`src/rtl/fetch_pkg.sv`:
```
// fetch_pkg: shared definitions for the block fetch sequencer.
//   - Default geometry (address/data width, words per block, byte offset).
//   - FSM state type.
//   - blk_mask(): mask that clears the in-block offset bits of a byte address.
package fetch_pkg;

    localparam int unsigned ADDR_W_DEF   = 32;
    localparam int unsigned DATA_W_DEF   = 32;
    localparam int unsigned N_WORDS_DEF  = 32;
    localparam int unsigned BYTE_OFS_DEF = 2;
    localparam int unsigned MASK_W       = 64;

    typedef enum logic [1:0] {
        StIdle,
        StIssue,
        StWait,
        StDone
    } fetch_state_e;

    // Ones above the low_bits offset field, zeros inside it.
    function automatic logic [MASK_W-1:0] blk_mask(input int unsigned low_bits);
        return ~((MASK_W'(1) << low_bits) - MASK_W'(1));
    endfunction

endpackage

```
`src/rtl/fetch_buffer.sv`:
```
// fetch_buffer: N_WORDS x DATA_W register file holding one fetched block.
// Ports:
//   clk, rst          clock, asynchronous active-high clear of every entry
//   we, widx, wdata   single write port
//   rd_idx, rd_data   asynchronous read port
module fetch_buffer #(
    parameter int unsigned DATA_W  = 32,
    parameter int unsigned N_WORDS = 32,
    localparam int unsigned IDX_W  = $clog2(N_WORDS)
) (
    input  logic              clk,
    input  logic              rst,
    input  logic              we,
    input  logic [IDX_W-1:0]  widx,
    input  logic [DATA_W-1:0] wdata,
    input  logic [IDX_W-1:0]  rd_idx,
    output logic [DATA_W-1:0] rd_data
);

    logic [DATA_W-1:0] mem_q [N_WORDS];

    always_ff @(posedge clk or posedge rst) begin
        if (rst) begin
            for (int i = 0; i < int'(N_WORDS); i++) begin
                mem_q[i] <= '0;
            end
        end else if (we) begin
            mem_q[widx] <= wdata;
        end
    end

    assign rd_data = mem_q[rd_idx];

endmodule

```
`src/rtl/block_fetch_sequencer.sv`:
```
// block_fetch_sequencer: fetches one aligned block of N_WORDS words, one read per request,
// into a local buffer read back through rd_idx/rd_data.
// Configuration macro: BURST_WRAP_EN -- critical-word-first order (first word is the one
//   addressed by base_addr, wrapping inside the block); undefined -> order 0..N_WORDS-1.
// Ports:
//   clk, rst                 clock, asynchronous active-high reset
//   start, base_addr         fetch request (sampled only when idle) and an address in the block
//   busy, done               fetch in progress / one-cycle completion pulse
//   mem_addr, mem_req        read request to memory, held until mem_gnt
//   mem_gnt                  memory accepted the request
//   mem_rvalid, mem_rdata    read response (only taken while waiting for it)
//   rd_idx, rd_data          buffer read port, indexed by word offset in the block
module block_fetch_sequencer
    import fetch_pkg::*;
#(
    parameter int unsigned ADDR_W   = ADDR_W_DEF,
    parameter int unsigned DATA_W   = DATA_W_DEF,
    parameter int unsigned N_WORDS  = N_WORDS_DEF,
    parameter int unsigned BYTE_OFS = BYTE_OFS_DEF,
    localparam int unsigned IDX_W   = $clog2(N_WORDS)
) (
    input  logic              clk,
    input  logic              rst,
    input  logic              start,
    input  logic [ADDR_W-1:0] base_addr,
    output logic              busy,
    output logic              done,
    output logic [ADDR_W-1:0] mem_addr,
    output logic              mem_req,
    input  logic              mem_gnt,
    input  logic              mem_rvalid,
    input  logic [DATA_W-1:0] mem_rdata,
    input  logic [IDX_W-1:0]  rd_idx,
    output logic [DATA_W-1:0] rd_data
);

    localparam int unsigned LOW_W = IDX_W + BYTE_OFS;
    localparam int unsigned CNT_W = $clog2(N_WORDS + 1);
    localparam logic [ADDR_W-1:0] BLK_MASK = ADDR_W'(blk_mask(LOW_W));

    fetch_state_e      state_q, state_d;
    logic [ADDR_W-1:0] blk_q, blk_d;
    logic [IDX_W-1:0]  idx_q, idx_d;
    logic [CNT_W-1:0]  cnt_q, cnt_d;
    logic [IDX_W-1:0]  first_idx;
    logic              buf_we;

`ifdef BURST_WRAP_EN
    assign first_idx = base_addr[LOW_W-1:BYTE_OFS];
`else
    assign first_idx = '0;
`endif

    // The index field never carries into the block base.
    assign mem_addr = blk_q | (ADDR_W'(idx_q) << BYTE_OFS);

    always_ff @(posedge clk or posedge rst) begin
        if (rst) begin
            state_q <= StIdle;
            blk_q   <= '0;
            idx_q   <= '0;
            cnt_q   <= '0;
        end else begin
            state_q <= state_d;
            blk_q   <= blk_d;
            idx_q   <= idx_d;
            cnt_q   <= cnt_d;
        end
    end

    always_comb begin
        state_d = state_q;
        blk_d   = blk_q;
        idx_d   = idx_q;
        cnt_d   = cnt_q;
        busy    = 1'b0;
        done    = 1'b0;
        mem_req = 1'b0;
        buf_we  = 1'b0;
        unique case (state_q)
            StIdle: begin
                if (start) begin
                    blk_d   = base_addr & BLK_MASK;
                    idx_d   = first_idx;
                    cnt_d   = '0;
                    state_d = StIssue;
                end
            end
            StIssue: begin
                busy    = 1'b1;
                mem_req = 1'b1;
                // A simultaneous rvalid belongs to no request and is dropped.
                if (mem_gnt) begin
                    state_d = StWait;
                end
            end
            StWait: begin
                busy = 1'b1;
                if (mem_rvalid) begin
                    buf_we = 1'b1;
                    cnt_d  = cnt_q + CNT_W'(1);
                    // Completion is judged by words received, not by the wrapping index.
                    if (cnt_q == CNT_W'(N_WORDS - 1)) begin
                        state_d = StDone;
                    end else begin
                        idx_d   = idx_q + IDX_W'(1);
                        state_d = StIssue;
                    end
                end
            end
            StDone: begin
                done    = 1'b1;
                state_d = StIdle;
            end
            default: state_d = StIdle;
        endcase
    end

    fetch_buffer #(
        .DATA_W  (DATA_W),
        .N_WORDS (N_WORDS)
    ) u_buffer (
        .clk     (clk),
        .rst     (rst),
        .we      (buf_we),
        .widx    (idx_q),
        .wdata   (mem_rdata),
        .rd_idx  (rd_idx),
        .rd_data (rd_data)
    );

endmodule

```
`config.mk`:
```
export PLATFORM = sky130hd
export DESIGN_NAME = block_fetch_sequencer
export DESIGN_NICKNAME = d
export VERILOG_FILES = /design/src/rtl/fetch_pkg.sv /design/src/rtl/fetch_buffer.sv /design/src/rtl/block_fetch_sequencer.sv
export SDC_FILE = /design/constraint.sdc
export NUM_CORES = 2
export LEC_CHECK = 0
export ABC_CLOCK_PERIOD_IN_PS = 49900
export CAP_MARGIN = 20
export CORE_UTILIZATION = 50
export CTS_CLUSTER_SIZE = 8
export DETAILED_ROUTE_END_ITERATION = 7
export GPL_ROUTABILITY_DRIVEN = 0
export HOLD_SLACK_MARGIN = 0.15
export PLACE_DENSITY = 0.67
export SETUP_SLACK_MARGIN = 0.2
export SYNTH_ARGS = -nofsm -noshare
export SYNTH_HDL_FRONTEND = slang
export SYNTH_SLANG_ARGS = --single-unit
```
`constraint.sdc`:
```
create_clock -name clk -period 49.9 [get_ports clk]
set_input_delay 14.97 -clock clk [delete_from_list [all_inputs] [get_ports clk]]
set_output_delay 14.97 -clock clk [all_outputs]
set_load 0.02 [all_outputs]
```
# Word-level counts from Yosys, hierarchy flattened

Index checks and enable logic that the tools add are counted.

Equal/unequal tests: 8
Multiplexer cells: 23
Reduce and logical (&&, ||, !) cells: 8
$add $sub $neg: 2
$lt $le $gt $ge: 3
Bitwise gates (word level): 3

Operators with widths:

| operator              | count |
|---|---|
| $bwmux W1024          | 1 |
| $bmux W32 S5          | 1 |
| $demux W32 S5         | 1 |
| $mux W32              | 3 |
| $or A32 B7 Y32        | 1 |
| $mux W5               | 3 |
| $ge A6 B6 Y1 const B  | 2 |
| $mux W6               | 2 |
| $not A5 Y6            | 2 |
| $pmux W6 S2           | 1 |
| $pmux W5 S2           | 1 |
| $mux W2               | 4 |
| $ne A2 B2 Y1 const B  | 4 |
| $pmux W2 S4           | 1 |
| $add A6 B1 Y6 const B | 1 |
| $eq A6 B5 Y1 const B  | 1 |
| $lt A6 B1 Y1 const B  | 1 |
| $reduce_and A3 Y1     | 2 |
| $add A5 B1 Y5 const B | 1 |
| $mux W1               | 5 |
| $eq A2 B2 Y1 const B  | 2 |
| $reduce_and A4 Y1     | 1 |
| $eq A2 B1 Y1 const B  | 1 |
| $logic_not A2 Y1      | 1 |
| 4 further kinds       | 4 |

Bits in registers: 1062
Output and inout port bits: 67
Word-level logic and storage cells: 83
Bits of input ports: 74

# Longest topological paths before layout

Depth after elaboration: 6
Gate-level depth with buffers: 8
Depth with buffers taken out: 7

# Hierarchy

Synthesis repeated with hierarchy kept, for this count alone.

Cell total of the unflattened synthesis: 3587
Area total of the unflattened synthesis: 49219.7 µm²

Modules (own cells, without submodules):

| module                | cells each | sequential area each (µm²) | times used | area an instance (µm²) |
|---|---|---|---|---|
| fetch_buffer          | 3448       | 25624.6                    | 1          | 47489.3 |
| block_fetch_sequencer | 139        | 950.9                      | 1          | 1730.4 |

# Least setup slack after synthesis

Ideal clock, no wire load.

Path kind: input -> output
Start point: in rd_idx[1]
End point: out rd_data[10]
Data required time: 34930 ps
Arrival time: 16236 ps
Buffers on the path: 4
Setup slack: 18694 ps
Stages: 8
Cells stage by stage: buf_2 buf_6 buf_4 buf_2 mux2i_1 nand2_1 a31oi_1 nand3_1

Longest elaborated chain between the ends: 4

Ends and longest elaborated chain:

| what                                        | RTL line                    | RTL |
|---|---|---|
| start, declared                             | block_fetch_sequencer.sv:33 | `input logic [IDX_W-1:0] rd_idx,` |
| $not A5 Y6 (not written as such)            | fetch_buffer.sv:32          | `assign rd_data = mem_q[rd_idx];` |
| $bmux W32 S5                                | fetch_buffer.sv:32          |  |
| $mux W32 (not written as such) (2 in a row) | fetch_buffer.sv:32          |  |
| end, declared                               | block_fetch_sequencer.sv:34 | `output logic [DATA_W-1:0] rd_data` |

No other way between the ends. The select of a mux whose other input is x is not followed.

# Worst setup path after layout

Start point: in rd_idx[1]
End point: out rd_data[2]

The elaborated chain is that of the path after synthesis.

==> impl_metrics.json <==
{
  "viasPerCell": 5.99,
  "core-area_um2": 97100,
  "grt_pass1_wl_um": 190000,
  "p_int_w": 0.00163,
  "hpwl_um": 64100,
  "p_sw_share_pct": 24.9,
  "hold_viol_final": 0,
  "drtIter0Drc": 1950,
  "r2r-end": "u_buffer.mem_q[100]",
  "rsz0062_at_grt": "false",
  "postCtsSetupBuffers": 0,
  "hold_class": "reg2reg",
  "vdd_drop_max_mv": 0.0330,
  "wl_um": 123000,
  "nets": 3703,
  "ioPinCount": 141,
  "port_buffers": 131,
  "hold_depth": 1,
  "outcome": "finished, final reports clean",
  "drive_above_1_share_pct": 34.9,
  "leakage_nw": 27.7,
  "cts_tree": "done",
  "die_h_um": 316,
  "cts.sinks": 1062,
  "worst_slack_ns": 14.90,
  "cp-start-kind": "primary input",
  "wl_per_cell_um": 25.1,
  "syn_area_um2": 49300,
  "synth.avg_cell_area_um2": 13.7,
  "ys_warn_count": 0,
  "whs_endpoint": "u_buffer.mem_q[114]",
  "start_util_pct": 50.7,
  "firstDrtPassIters": 5,
  "place_ws_ns": 14.83,
  "crit_arrival_ns": 20.03,
  "synthFlopType": "dfrtp_1",
  "postRouteAntennaNets": 0,
  "area_growth_pct": 12.2,
  "grt_busiest_layer": "met2",
  "skew_ns": 0.0291,
  "seqPwrFrac_pct": 45.0,
  "finalSetupViolCount": 0,
  "cts_hold_repair.buffers": 0,
  "drc": 0,
  "cts_buffer_depth": 3,
  "p_per_area_nw_per_um2": 39.3,
  "antenna_found_initial": 4,
  "seq_area_frac_synth_pct": 53.9,
  "cp.required_ns": 34.93,
  "finalCritPeriodShare_pct": 70.1,
  "cts_made_buffers": 150,
  "min_period_ns": 35.00,
  "worst_slew_pin_slew_ns": 1.14,
  "critPathMaxFanout": 86,
  "use_met1_pct": 36.3,
  "worstSetupPathType": "in2out",
  "synth_cell_types": 42,
  "syn_inst": 3584,
  "async_reset_ff_share_pct": 100,
  "die_area_um2": 99800,
  "drv_cap": 0,
  "end_kind": "primary output",
  "use_met2_pct": 39.3,
  "placed_area_um2": 51000,
  "cts_max_level": 4,
  "fmax_mhz": 28.6,
  "fp-row-count": 114,
  "clk_latency_ns": 0.73,
  "grt_max_degree": 176,
  "num_vias": 29433,
  "die_w_um": 316,
  "power_frac_comb_pct": 13.6,
  "clkPwrFrac_pct": 41.4,
  "clkTransAtPathRegs_ns": 0.05,
  "finalInstanceArea_um2": 55300,
  "relSlewSlack_pct": 24.0,
  "cts-resized-gates": 0,
  "reg2reg_from": "state_q[0]",
  "fin_tns_setup_ns": 0,
  "first_global_vias": 30591,
  "switchingPower_w": 0.000541,
  "r2r_cells": 6,
  "cts-root-buf": "clkbuf_16",
  "track_usage_pct": 25.3,
  "grt_use_met3_pct": 4.50,
  "ys_ff_latch": 1062,
  "synth_edf_count": 0,
  "slew_violations": 0,
  "overflow": 0,
  "min_from": "u_buffer.mem_q[114]",
  "reg2reg_slack_ns": 46.56
}
-- cells by family after synthesis --
kind of cell               count (synthesis)  share of synthesized area (%)
adders and majority gates                 10                          0.254
buffers and inverters                    335                           3.83
muxes                                   1563                           34.4
DFF                                     1062                           53.9
and+or+nand+nor                          307                           3.28
other                                      1                        0.00761
xor gates and xnor gates                   7                          0.124
AOI/OAI and AO/OA                        299                           4.13
-- state kept, by name, indices dropped and copies added (netlist names) --
register,flops
cnt_q,6
state_q,2
idx_q,5
u_buffer.mem_q,1024
blk_q,25
-- Yosys cell counts, types with 3 or more instances --
library cell	count	share of area, %
a22oi_1	96	1.5
ha_1	10	0.25
nand3_2	3	0.061
nor2b_1	3	0.038
inv_1	8	0.061
dfrtp_1	1062	54
and3_1	4	0.051
mux2_1	78	1.8
nor2_1	10	0.076
mux2i_1	514	10
a22o_1	66	1.2
nor2_4	16	0.37
nor3_1	33	0.34
clkbuf_1	141	1.1
and2_1	3	0.038
nand3_1	100	1.0
buf_4	59	0.90
xnor2_1	3	0.053
a21oi_1	97	0.99
o21ai_0	5	0.051
mux2_2	971	22
a31oi_1	33	0.42
buf_1	11	0.084
buf_6	42	0.96
nand2_1	119	0.91
xor2_1	4	0.071
buf_2	73	0.74
-- worst max-delay path, stage by stage --
cell	delay, ns
buf_8	0.66
buf_4	0.89
buf_4	0.93
buf_4	0.91
mux2i_1	0.27
a22o_1	0.15
nor3_1	0.05
a31oi_1	0.31
nand3_1	0.18
clkdlybuf4s50_1	0.60
-- per-layer routing --
metal  wire, µm  part of all wire [%]
met1      58000                    47
met2      57100                    46
met3       5520                   4.5
met4       2740                   2.2
met5         23                 0.019
-- cell type report --
class / instances / area (µm²)
clock inverters: 8 / 96.3
well taps: 1276 / 1600
diodes: 3 / 7.51
multi-input cells: 2188 / 20900
clock buffers: 159 / 3940
repair buffers: 209 / 2160
fillers: 7865 / 41800
flip-flops and latches: 1062 / 26600
inverters: 8 / 37.5
-- worst max-delay path by stage --
stage                         start    endpoint  slack [ns]  depth (start not counted)
final                     rd_idx[1]  rd_data[2]       14.90                         10
after global placement    rd_idx[1]  rd_data[2]       14.79                         10
after detailed placement  rd_idx[1]  rd_data[2]       14.83                         10
after global routing      rd_idx[1]  rd_data[5]       14.64                         10
after CTS                 rd_idx[1]  rd_data[2]       14.81                         10
after floorplan                 rst   blk_q[10]        5.04                          1
-- metrics by stage --
stage	instances	utilization [%]	power [W]	hold WS [ns]
3_5_place_dp	4731	52.5	0.00128	0.474
5_1_grt	4912	56.9	0.00226	0.491
6_report	4913	56.9	0.00217	0.483
3_3_place_gp	4729	52.4	0.00127	0.467
2_1_floorplan	3585	-	0.00119	0.457
4_1_cts	4898	56.6	0.00219	0.484
-- power groups by stage --
stage,combinational [W],sequential (W),clock [W]
after CTS,0.000294,0.000976,0.000921
final,0.000294,0.000977,0.000900
after detailed placement,0.000293,0.000989,0
after floorplan,0.000193,0.000996,0
after global placement,0.000288,0.000986,0
after global routing,0.000319,0.000985,0.000955
-- cell usage in the layout (no fill, tap or decap), drive strengths merged --
cell / count
dfrtp: 1062
mux2: 1049
mux2i: 514
clkbuf: 161
clkdlybuf4s50: 130
nand2: 119
nand3: 105
a21oi: 97
a22oi: 96
buf: 77
a22o: 66
nor3: 34
a31oi: 33
nor2: 26
inv: 14
ha: 10
o21ai: 5
and3: 4
xor2: 4
diode: 3
xnor2: 3
nor3b: 3
nand3b: 3
and2: 3
nor2b: 3
nand4: 2
nand2b: 2
conb: 2
clkinv: 2
and4: 1
and4b: 1
a211oi: 1
a221oi: 1
or2: 1
(Power assumes the default switching activity.)
